## src/rtl/mult4u_residue_guard.sv

```systemverilog
// ============================================================================
// Module   : mult4u_residue_guard
// Purpose  : Handshaked wrapper around a 4x4 unsigned combinational
//            multiplier. It drives registered operands, samples the product
//            after a settle window, checks it against a mod-3 residue of the
//            operands, re-samples on mismatch and flags persistent errors.
// Options  : `define MULT4U_RESIDUE15_EN to add a mod-15 residue check,
//            which also catches product errors that are multiples of 3.
// Revision : 1.0 - initial release
// ============================================================================
`default_nettype none

module mult4u_residue_guard #(
    parameter int SETTLE_CYCLES = 1,   // 1..15
    parameter int MAX_RETRY     = 2,   // 0..7
    parameter int CNT_W         = 8
) (
    input  logic             clk,
    input  logic             rst,
    input  logic             in_valid,
    output logic             in_ready,
    input  logic [3:0]       in_a,
    input  logic [3:0]       in_b,
    output logic [3:0]       mul_a,
    output logic [3:0]       mul_b,
    input  logic [7:0]       mul_p,
    output logic             out_valid,
    input  logic             out_ready,
    output logic [7:0]       out_p,
    output logic             out_err,
    output logic [CNT_W-1:0] err_count
);

    typedef enum logic [1:0] {
        S_IDLE  = 2'd0,
        S_DRIVE = 2'd1,
        S_CHECK = 2'd2,
        S_OUT   = 2'd3
    } state_t;

    localparam logic [3:0] c_settle_m1 = 4'(SETTLE_CYCLES - 1);
    localparam logic [2:0] c_max_retry = 3'(MAX_RETRY);

    state_t           state_q,     state_d;
    logic             in_ready_q,  in_ready_d;
    logic [3:0]       mul_a_q,     mul_a_d;
    logic [3:0]       mul_b_q,     mul_b_d;
    logic [7:0]       p_q,         p_d;
    logic [3:0]       settle_q,    settle_d;
    logic [2:0]       retry_q,     retry_d;
    logic             out_valid_q, out_valid_d;
    logic [7:0]       out_p_q,     out_p_d;
    logic             out_err_q,   out_err_d;
    logic [CNT_W-1:0] err_count_q, err_count_d;

    logic [1:0] w_a_m3;
    logic [1:0] w_b_m3;
    logic [3:0] w_ab_m3_prod;
    logic [1:0] w_r_exp;
    logic [1:0] w_r_got;
    logic       w_mismatch;

    // mod-3 residues of the held operands and of the sampled product
    always_comb begin
        w_a_m3       = 2'(mul_a_q % 4'd3);
        w_b_m3       = 2'(mul_b_q % 4'd3);
        w_ab_m3_prod = {2'b00, w_a_m3} * {2'b00, w_b_m3};
        w_r_exp      = 2'(w_ab_m3_prod % 4'd3);
        w_r_got      = 2'(p_q % 8'd3);
    end

`ifdef MULT4U_RESIDUE15_EN
    logic [3:0] w_a_m15;
    logic [3:0] w_b_m15;
    logic [7:0] w_ab_m15_prod;
    logic [3:0] w_r15_exp;
    logic [3:0] w_r15_got;

    // mod-15 residues; either residue disagreeing counts as a mismatch
    always_comb begin
        w_a_m15       = 4'(mul_a_q % 4'd15);
        w_b_m15       = 4'(mul_b_q % 4'd15);
        w_ab_m15_prod = {4'b0000, w_a_m15} * {4'b0000, w_b_m15};
        w_r15_exp     = 4'(w_ab_m15_prod % 8'd15);
        w_r15_got     = 4'(p_q % 8'd15);
        w_mismatch    = (w_r_exp != w_r_got) || (w_r15_exp != w_r15_got);
    end
`else
    // mod-3 check only
    always_comb begin
        w_mismatch = (w_r_exp != w_r_got);
    end
`endif

    // Next-state and next-output logic for the four-state controller
    always_comb begin
        state_d     = state_q;
        in_ready_d  = in_ready_q;
        mul_a_d     = mul_a_q;
        mul_b_d     = mul_b_q;
        p_d         = p_q;
        settle_d    = settle_q;
        retry_d     = retry_q;
        out_valid_d = out_valid_q;
        out_p_d     = out_p_q;
        out_err_d   = out_err_q;
        err_count_d = err_count_q;

        case (state_q)
            S_IDLE: begin
                if (in_valid && in_ready_q) begin
                    mul_a_d    = in_a;
                    mul_b_d    = in_b;
                    retry_d    = 3'd0;
                    settle_d   = c_settle_m1;
                    in_ready_d = 1'b0;
                    state_d    = S_DRIVE;
                end
            end

            S_DRIVE: begin
                // Operands stay put; the product is sampled on the final cycle
                if (settle_q == 4'd0) begin
                    p_d     = mul_p;
                    state_d = S_CHECK;
                end else begin
                    settle_d = settle_q - 4'd1;
                end
            end

            S_CHECK: begin
                if (!w_mismatch) begin
                    out_p_d   = p_q;
                    out_err_d = 1'b0;
                    state_d   = S_OUT;
                end else if (retry_q < c_max_retry) begin
                    retry_d  = retry_q + 3'd1;
                    settle_d = c_settle_m1;
                    state_d  = S_DRIVE;
                end else begin
                    out_p_d   = p_q;
                    out_err_d = 1'b1;
                    if (err_count_q != {CNT_W{1'b1}}) begin
                        err_count_d = err_count_q + 1'b1;
                    end
                    state_d   = S_OUT;
                end
            end

            S_OUT: begin
                // out_valid is a registered image of this state, so it rises
                // one cycle after the decision and drops on the handshake.
                if (!out_valid_q) begin
                    out_valid_d = 1'b1;
                end else if (out_ready) begin
                    out_valid_d = 1'b0;
                    in_ready_d  = 1'b1;
                    state_d     = S_IDLE;
                end
            end

            default: begin
                state_d = S_IDLE;
            end
        endcase
    end

    // State and output registers with synchronous reset
    always_ff @(posedge clk) begin
        if (rst) begin
            state_q     <= S_IDLE;
            in_ready_q  <= 1'b1;
            mul_a_q     <= 4'd0;
            mul_b_q     <= 4'd0;
            p_q         <= 8'd0;
            settle_q    <= 4'd0;
            retry_q     <= 3'd0;
            out_valid_q <= 1'b0;
            out_p_q     <= 8'd0;
            out_err_q   <= 1'b0;
            err_count_q <= '0;
        end else begin
            state_q     <= state_d;
            in_ready_q  <= in_ready_d;
            mul_a_q     <= mul_a_d;
            mul_b_q     <= mul_b_d;
            p_q         <= p_d;
            settle_q    <= settle_d;
            retry_q     <= retry_d;
            out_valid_q <= out_valid_d;
            out_p_q     <= out_p_d;
            out_err_q   <= out_err_d;
            err_count_q <= err_count_d;
        end
    end

    assign in_ready  = in_ready_q;
    assign mul_a     = mul_a_q;
    assign mul_b     = mul_b_q;
    assign out_valid = out_valid_q;
    assign out_p     = out_p_q;
    assign out_err   = out_err_q;
    assign err_count = err_count_q;

endmodule

`default_nettype wire

```

## config.mk

```make
export PLATFORM = sky130hd
export DESIGN_NAME = mult4u_residue_guard
export DESIGN_NICKNAME = d
export VERILOG_FILES = /design/src/rtl/mult4u_residue_guard.sv
export SDC_FILE = /design/constraint.sdc
export NUM_CORES = 1
export LEC_CHECK = 0
export CAP_MARGIN = 20
export CORE_MARGIN = 5
export CORE_UTILIZATION = 40
export CTS_CLUSTER_DIAMETER = 100
export CTS_CLUSTER_SIZE = 10
export DETAILED_ROUTE_END_ITERATION = 7
export PLACE_DENSITY = 0.6
export SLEW_MARGIN = 20
export SYNTH_ARGS = -nofsm -noshare
export SYNTH_HDL_FRONTEND = slang
export SYNTH_SLANG_ARGS = --single-unit
```

## constraint.sdc

```tcl
create_clock -name clk -period 6.8 [get_ports clk]
set_clock_uncertainty 0.2 [all_clocks]
set_input_delay 1.36 -clock clk [delete_from_list [all_inputs] [get_ports clk]]
set_output_delay 1.36 -clock clk [all_outputs]
set_load 0.01 [all_outputs]
```

==> results by group, run 1 <==
Timing
  • Fin Setup TNS: 0 ns
  • Hold slack: 0.276 ns
  • Max Slew Vio Count: 0
  • FMAX: between 150 and 200 MHz
  • Setup violations, final: 0
  • Max-Slew Margin vs Limit: a little over a third
  • Setup ws final: 0.615 ns
  • Tcrit/Tclk final: between 90% and 100%
  • Slew of the pin with the lowest slew margin: 0.974 ns
  • Fin crit period: 6.18 ns
  • RSZ-0062 raised after global routing: no
  • Fin. Hold Viols: 0

Clocking
  • Clock tree sinks: 44
  • TritonCTS clock tree: done
  • Clk root buf: clkbuf_8
  • Num CTS Buffers: 5
  • Post-CTS Setup Bufs: 0
  • Clock Tree Buf Depth: 2
  • Clk slew on worst S/H paths: approximately 0.090 ns
  • H-tree Lvls: 2
  • Worst skew pair latency: ~0.30 ns

Cells and area
  • Layout area overhead: 20.1%
  • # diodes: 0
  • Leading cell type in the layout, fill and taps excluded: clkdlybuf4s50_1
  • Fin area: approximately 3700 µm²
  • Share of layout cells above drive strength 1: 9.88%
  • Commonest non-fill, non-tap cells in the layout: clkdlybuf4s50_1, nor2_1, dfxtp_1
  • # nets final: between 400 and 500

Drt
  • Initial DRC count: ~90
  • Vias per cell: approximately 5.3
  • Drt pass-1 iters: 4
  • Routed Antenna Nets: 0
  • Vias after detailed routing: 2691
  • WL/cell: about 14 µm
  • WL final: around 7200 µm
  • Drc violations: 0

Worst setup path
  • Worst r2r src: mul_b[2]
  • WP data arrival: about 6.2 ns
  • CP required: between 6 and 7 ns
  • Crit start category: flip-flop
  • Setup crit end kind: flip-flop
  • Crit Path Class: reg -> reg
  • CP max FO: 17
  • Worst setup path startpoint: mul_b[2]

Placement
  • Worst slack, placed: about 0.51 ns
  • GPL Wtd Cong: 0.883
  • Buffers added on ports: 46
  • DP Area: 3600 µm²
  • Dpl hpwl: 5230 µm

Floorplan
  • Die height: between 90 and 100 µm
  • Die W: 98.2 µm
  • Top-Level Pins: 47
  • Die area: 9640 µm²
  • Core area: roughly 7600 µm²
  • Initial core utilization: slightly above 40%
  • Site Rows: 32

Synth
  • Post-synth top area share: 28.3%
  • Area leader, netlist: dfxtp_1
  • Post-synthesis register bit count: 44
  • Synthesis Warnings: 0
  • Syn_area_per_cell: approximately 8.5 µm²
  • EDFF count, synth: 0
  • Post-synth net total: roughly 400
  • Synth top area cells: dfxtp_1, mux2i_1, ha_1, nor2_1, nand2b_1
  • Ys async rst share: 0%
  • Count of cell types in the netlist: 70
  • Cell Area, Synth: a little over 3000 µm²
  • Gate Count Post-Synth: 368
  • Sequential share of the synthesized area: between 20% and 30%
  • Primary FF master, synth: dfxtp_1

Global route
  • GRT Util Overall: around 15%
  • Vias in the first global route: approximately 2600
  • First-pass GRT wire length: around 12000 µm
  • Initial antenna violation count: 0
  • Grt ovf: 0
  • Largest net degree at the start of global routing: 40

Hold path
  • HP Class: reg -> reg
  • Worst min-delay path startpoint: out_p[2]

Power and ir drop
  • Peak supply drop: 0.111 mV
  • Pwr dens: between 200 and 300 nW/µm²
  • Leak: 1.36 nW

Status
  • Status: finished, final reports clean

Run
  • Maxcap violations: 0
[worst max-delay path, stage by stage, from the launching register on]
cell,delay [ns]
dfxtp_1,0.43
inv_1,0.12
nor2_1,0.10
ha_1,0.14
inv_1,0.04
ha_1,0.25
o311ai_0,0.17
o21ai_0,0.17
ha_1,0.25
or3b_1,0.44
a21o_1,0.21
a22oi_2,0.27
nor2_1,0.09
ha_1,0.32
fa_1,0.44
xnor2_1,0.39
nor2_1,0.11
ha_1,0.22
nor2_1,0.21
a21boi_0,0.22
a32oi_1,0.16
o211ai_4,0.42
o31a_1,0.51
mux2i_1,0.26
[final timing paths]
| kind | to | slack, ns | cells after the start |
|---|---|---|---|
| worst max-delay path | out_p[0] | 0.62 | 23 |
| worst min-delay path | out_p[2] | 0.28 | 2 |
| worst max register to register | out_p[0] | 0.62 | 23 |
| worst min register to register | out_p[2] | 0.28 | 2 |
[what timing repair did]
action / in CTS / in global routing
resized for setup: 0 / 1
endpoints found under the setup margin: 0 / 8
hold buffers: 0 / 0
[cell type report]
| class | instances | area, µm² |
|---|---|---|
| flip-flops and latches | 44 | 881 |
| clock inverters | 2 | 38.8 |
| fillers | 747 | 3910 |
| multi-input cells | 290 | 2080 |
| well taps | 102 | 128 |
| repair buffers | 47 | 468 |
| inverters | 16 | 60.1 |
| clock buffers | 6 | 82.6 |
[layer usage]
metal / wire length, µm / GRT usage (%)
met1: 3470 / 18.8
met2: 3340 / 24.7
met3: 326 / 4.00
met4: 43 / 3.05
met5: 0 / 0
[sequential cells by signal (all words and copies together) (netlist names), 2 cells and up]
| register | flops |
|---|---|
| err_count | 8 |
| out_p | 8 |
| p_q | 8 |
| mul_a | 4 |
| mul_b | 4 |
| settle_q | 4 |
| retry_q | 3 |
| state_q | 2 |
[cell usage after synthesis, types with 4 or more instances]
| master | instances |
|---|---|
| a21o_1 | 6 |
| a21oi_1 | 25 |
| a31oi_1 | 4 |
| buf_2 | 4 |
| clkbuf_1 | 8 |
| dfxtp_1 | 44 |
| ha_1 | 15 |
| inv_1 | 15 |
| mux2_2 | 4 |
| mux2i_1 | 23 |
| nand2_1 | 14 |
| nand2b_1 | 23 |
| nand3_1 | 9 |
| nor2_1 | 45 |
| nor2b_1 | 9 |
| nor3b_1 | 6 |
| o21ai_0 | 17 |
| or3_1 | 7 |
| xnor2_1 | 4 |
| xor2_1 | 4 |
[stage by stage]
| stage | util (%) | total power, mW | cells |
|---|---|---|---|
| final | 48.8 | 0.935 | 507 |
| after global routing | 48.8 | 1.01 | 507 |
| after CTS | 48.7 | 0.933 | 507 |
| after detailed placement | 47.1 | 0.712 | 499 |
| after global placement | 47.1 | 0.707 | 499 |
| after floorplan | - | 0.640 | 368 |
[where the power goes]
group	internal [mW]	leakage [nW]	switching, mW	total, mW
Clock	0.120	0.0614	0.0977	0.218
Sequential	0.279	0.357	0.0398	0.318
Combinational	0.177	0.946	0.222	0.399
[cell families (layout without fill, tap and decap cells)]
group / after synthesis / in the layout / synth area share (%)
buffers and inverters: 34 / 71 / 5.35
DFF: 44 / 44 / 28.3
xor gates and xnor gates: 9 / 9 / 2.78
AOI/OAI and AO/OA: 92 / 92 / 21.8
adders and majority gates: 16 / 16 / 6.68
and+or+nand+nor: 146 / 146 / 26.2
muxes: 27 / 27 / 8.85
(Power assumes the default switching activity.)
==> run 2, diff against run 1 <==
--- a/config.mk
+++ b/config.mk
@@ -6,7 +6,7 @@
 export NUM_CORES = 1
 export LEC_CHECK = 0
 export CAP_MARGIN = 20
-export CORE_MARGIN = 5
+export CORE_MARGIN = 1
 export CORE_UTILIZATION = 40
 export CTS_CLUSTER_DIAMETER = 100
 export CTS_CLUSTER_SIZE = 10
==> results by group, run 2 (synthesis gave the netlist of run 1 again) <==
Worst setup path
  • CP required: 6.84 ns
  • Top delay family on crit path: compound AO/OA/AOI/OAI gates
  • CP peak stage delay: ~0.48 ns
  • Crit start category: flip-flop
  • Setup crit end kind: flip-flop
  • Crit path max-delay cell type: o31a_1
  • CP bufs+invs: 2
  • Crit-path cells: inv_1 -> nor2_1 -> ha_1 -> inv_1 -> ha_1 -> o311ai_0 -> o21ai_0 -> ha_1 -> or3b_4 -> a21o_1 -> a22oi_2 -> nor2_1 -> ha_1 -> fa_1 -> xnor2_1 -> nor2_1 -> ha_1 -> nor2_1 -> a21boi_0 -> a32oi_1 -> o211ai_4 -> o31a_1 -> mux2i_1
  • CP max FO: 17
  • Worst r2r src: mul_a[2]
  • WP data arrival: 6.17 ns
  • Crit Path Class: reg -> reg
  • Worst setup path startpoint: mul_a[2]
  • Cell mode on critical path: ha_1

Power and ir drop
  • Pwr dens: between 200 and 250 nW/µm²
  • Peak supply drop: around 0.12 mV
  • Leak: between 1 and 1.5 nW

Clocking
  • Clk slew on worst S/H paths: 0.09 ns
  • Post-CTS Setup Bufs: 0
  • Clock tree sinks: 44
  • Clock Tree Buf Depth: 2
  • H-tree Lvls: 2
  • Clk root buf: clkbuf_8
  • TritonCTS clock tree: done
  • Num CTS Buffers: 5
  • Worst skew pair latency: roughly 0.3 ns

Placement
  • Buffers added on ports: between 40 and 50
  • Worst slack, placed: between 0.6 and 0.7 ns
  • Dpl hpwl: 4840 µm
  • GPL Wtd Cong: slightly below 0.8
  • DP Area: 3600 µm²

Timing
  • Setup violations, final: 0
  • Max-Slew Margin vs Limit: approximately 33%
  • Fin. Hold Viols: 0
  • Max Slew Vio Count: 0
  • Fin Setup TNS: 0 ns
  • Setup ws final: 0.668 ns
  • FMAX: 163 MHz
  • Slew of the pin with the lowest slew margin: ~1 ns
  • Tcrit/Tclk final: approximately 90%
  • RSZ-0062 raised after global routing: no
  • Fin crit period: roughly 6 ns

Drt
  • WL/cell: about 14 µm
  • Drc violations: 0
  • Vias per cell: about 5.4
  • Routed Antenna Nets: 0
  • Vias after detailed routing: between 2000 and 3000
  • Drt pass-1 iters: 4
  • Initial DRC count: roughly 100
  • WL final: 6880 µm

Cells and area
  • # diodes: 0
  • Leading cell type in the layout, fill and taps excluded: clkdlybuf4s50_1
  • Commonest non-fill, non-tap cells in the layout: clkdlybuf4s50_1, nor2_1, dfxtp_1
  • Fin area: 3700 µm²
  • Layout area overhead: 19.1%
  • Share of layout cells above drive strength 1: a little under 10%
  • # nets final: 440

Floorplan
  • Initial core utilization: between 40% and 50%
  • Top-Level Pins: 47
  • Core area: roughly 7400 µm²
  • Site Rows: 31
  • Die W: 90.2 µm
  • Die area: 8130 µm²
  • Die height: approximately 90 µm

Global route
  • GRT Util Overall: 17.3%
  • Initial antenna violation count: 0
  • First-pass GRT wire length: ~12000 µm
  • Largest net degree at the start of global routing: 55
  • Grt ovf: 0
  • Vias in the first global route: ~2600

Run
  • Maxcap violations: 0

Hold path
  • Worst min-delay path startpoint: out_p[0]
  • HP Class: reg -> reg

Status
  • Status: finished, final reports clean
[run 2: changes by cell type in the layout (fill, tap and decap cells not counted)]
cell        previous run  this run
bufinv_16              1         0
clkinv_4               1         0
clkinvlp_4             0         1
clkbuf_1               0         1
[run 2: what timing repair did]
action | CTS | global route
resized for setup | 0 | 1
endpoints found under the setup margin | 0 | 3
hold buffers | 0 | 0
[run 2: worst paths after layout]
kind,endpoint,slack (ns),depth (start not counted)
worst max register to register,out_p[2],0.67,23
worst min register to register,out_p[0],0.28,2
worst min-delay path,out_p[0],0.28,2
worst max-delay path,out_p[2],0.67,23
[run 2: layout make-up]
cell class | count | area [µm²]
inverters | 16 | 60.1
repair buffers | 47 | 468
flip-flops and latches | 44 | 881
clock buffers | 7 | 86.3
fillers | 750 | 3670
multi-input cells | 290 | 2080
well taps | 99 | 124
clock inverters | 1 | 7.51
[run 2: worst register-to-register path, stage by stage (launching register included)]
cell      delay [ns]
dfxtp_1         0.43
inv_1           0.11
nor2_1          0.11
ha_1            0.16
inv_1           0.04
ha_1            0.25
o311ai_0        0.16
o21ai_0         0.17
ha_1            0.25
or3b_4          0.40
a21o_1          0.19
a22oi_2         0.26
nor2_1          0.09
ha_1            0.34
fa_1            0.44
xnor2_1         0.35
nor2_1          0.10
ha_1            0.22
nor2_1          0.23
a21boi_0        0.26
a32oi_1         0.18
o211ai_4        0.40
o31a_1          0.48
mux2i_1         0.25
[run 2: per-stage QoR]
step                      std cells  utilization [%]  hold slack (ns)  total power [mW]
after floorplan                 368                -            0.281             0.640
after global placement          496             48.9            0.258             0.706
after detailed placement        496             48.9            0.265             0.709
after CTS                       504             50.1            0.284             0.892
after global routing            504             50.3            0.306             0.962
final                           504             50.3            0.276             0.892
[run 2: routing by layer]
metal	track usage [%]	vias up	wire (µm)
met1	22.0	1257	3300
met3	3.38	3	248
li1	-	1399	-
met2	30.3	45	3300
met5	0	-	0
met4	3.36	0	25
[run 2: report_power, final]
group          internal (mW)  switching, mW
clock network         0.0827         0.0954
logic                  0.177          0.218
registers              0.279         0.0405
total                  0.538          0.354
==> run 3, diff against run 2 <==
--- a/config.mk
+++ b/config.mk
@@ -7,11 +7,11 @@
 export LEC_CHECK = 0
 export CAP_MARGIN = 20
 export CORE_MARGIN = 1
-export CORE_UTILIZATION = 40
+export CORE_UTILIZATION = 50
 export CTS_CLUSTER_DIAMETER = 100
 export CTS_CLUSTER_SIZE = 10
 export DETAILED_ROUTE_END_ITERATION = 7
-export PLACE_DENSITY = 0.6
+export PLACE_DENSITY = 0.73
 export SLEW_MARGIN = 20
 export SYNTH_ARGS = -nofsm -noshare
 export SYNTH_HDL_FRONTEND = slang
==> results by group, run 3 (synthesis gave the netlist of run 1 again) <==
Timing
  • RSZ-0062 raised after global routing: no
  • Max-Slew Margin vs Limit: a little over a third
  • Fin crit period: just over 6 ns
  • Tcrit/Tclk final: between 80% and 90%
  • Fin Setup TNS: 0 ns
  • Fin. Hold Viols: 0
  • FMAX: around 160 MHz
  • Slew of the pin with the lowest slew margin: roughly 0.96 ns
  • Max Slew Vio Count: 0
  • Setup violations, final: 0

Clocking
  • Clk slew on worst S/H paths: approximately 0.09 ns
  • Clock Tree Buf Depth: 2
  • Worst skew pair latency: 0.30 ns
  • H-tree Lvls: 2
  • Clock tree sinks: 44
  • Num CTS Buffers: 5
  • TritonCTS clock tree: done
  • CTS hold repair buffers: 0
  • Clk root buf: clkbuf_8

Placement
  • Dpl hpwl: between 4000 and 5000 µm
  • Buffers added on ports: 46
  • GPL Wtd Cong: between 0.8 and 0.9

Cells and area
  • Post-layout util: 61.7%
  • FILL cells: roughly 530
  • Register area: approximately 880 µm²
  • Area occupied by multi-input gates: ~2100 µm²
  • Layout area overhead: 18.1%
  • # diodes: 0
  • Share of layout cells above drive strength 1: a little under 10%
  • # nets final: 440
  • Leading cell type in the layout, fill and taps excluded: clkdlybuf4s50_1
  • Commonest non-fill, non-tap cells in the layout: clkdlybuf4s50_1, nor2_1, dfxtp_1

Global route
  • Grt ovf: 0
  • GRT Util Overall: between 20% and 30%
  • First-pass GRT wire length: approximately 11000 µm
  • Initial antenna violation count: 0
  • Largest net degree at the start of global routing: 55
  • Vias in the first global route: roughly 2400

Drt
  • Initial DRC count: 199
  • Vias per cell: ~5.8
  • WL final: roughly 6400 µm
  • Drt pass-1 iters: 4
  • Vias after detailed routing: about 2800
  • Routed Antenna Nets: 0
  • Drc violations: 0
  • WL/cell: approximately 13 µm

Run
  • Maxcap violations: 0

Floorplan
  • Die area: 6540 µm²
  • Die height: 80.9 µm
  • Site Rows: 28
  • Initial core utilization: between 50 and 60%
  • Top-Level Pins: 47
  • Core area: about 6000 µm²
  • Die W: ~81 µm

Power and ir drop
  • Internal Power: between 0.5 and 0.6 mW
  • Net Sw Frac: about two fifths
  • Peak supply drop: between 0.1 and 0.15 mV
  • Sw Pwr: 0.349 mW
  • Leak: around 1.3 nW
  • Seq pwr share: between 30% and 40%
  • Pwr dens: 242 nW/µm²
  • Gate power share: between 40% and 50%
  • Clk pwr share: roughly a fifth

Status
  • Status: finished, final reports clean

Worst setup path
  • CP required: about 6.8 ns
  • CP max FO: 17
  • Crit start category: flip-flop
  • Setup crit end kind: flip-flop
  • WP data arrival: between 6 and 7 ns
  • Crit Path Class: reg -> reg

Hold path
  • HP Class: reg -> reg
## run 3: cell counts in the layout (fill, tap and decap cells not counted)
No cell type changed its count.
## run 3: worst max-delay path, stage by stage (launching register included)
cell and delay (ns):
dfxtp_1 0.43, inv_1 0.11, nor2_1 0.10, ha_1 0.14, inv_1 0.04, ha_1 0.25, o311ai_0 0.17, o21ai_0 0.17
ha_1 0.25, or3b_1 0.44, a21o_1 0.20, a22oi_2 0.25, nor2_1 0.09, ha_1 0.32, fa_1 0.44, xnor2_1 0.38
nor2_1 0.10, ha_1 0.22, nor2_1 0.21, a21boi_0 0.21, a32oi_1 0.15, o211ai_4 0.40, o31a_1 0.48, mux2i_1 0.24
## run 3: path summary, 6_finish.rpt
kind	from	to	slack (ns)	cells after the start
setup / recovery	mul_b[2]	out_p[0]	0.71	23
hold / removal	out_p[0]	out_p[0]	0.28	2
setup reg to reg	mul_b[2]	out_p[0]	0.71	23
hold reg to reg	out_p[0]	out_p[0]	0.28	2
## run 3: what timing repair did
item / CTS / global route
endpoints found under the setup margin: 0 / 2
setup buffers: 0 / 0
hold endpoints to repair: 0 / 0
gates resized for setup: 0 / 1
## run 3: per-layer routing
metal	up-vias	share of wire, %	global-route usage, %
met2	55	49	35.5
met4	0	1.4	5.18
met1	1296	46	26.5
met3	8	3.5	3.71
met5	-	0	0
li1	1408	-	-
## run 3: power groups by stage
stage	combinational, mW	clock [mW]	sequential (mW)
detailed placement	0.383	0	0.324
global placement	0.376	0	0.323
global route	0.437	0.193	0.323
CTS	0.386	0.181	0.318
finish	0.393	0.177	0.318
floorplan	0.335	0	0.305
## run 3: cell type report
| type | instances | share of cell area (%) |
|---|---|---|
| clock buffers | 7 | 2.35 |
| clock inverters | 1 | 0.204 |
| inverters | 16 | 1.63 |
| multi-input cells | 290 | 56.5 |
| repair buffers | 47 | 12.7 |
| well taps | 75 | 2.55 |
| flip-flops and latches | 44 | 24.0 |
## run 3: through the flow
stage | instances | cell area, µm² | hold WS [ns] | power (mW) | worst slack [ns]
after floorplan | 368 | 3110 | 0.281 | 0.640 | 1.42
after global placement | 472 | 3570 | 0.258 | 0.699 | 0.827
after detailed placement | 472 | 3570 | 0.273 | 0.707 | 0.651
after CTS | 480 | 3660 | 0.289 | 0.885 | 0.586
after global routing | 480 | 3670 | 0.313 | 0.954 | 0.131
final | 480 | 3670 | 0.284 | 0.888 | 0.706
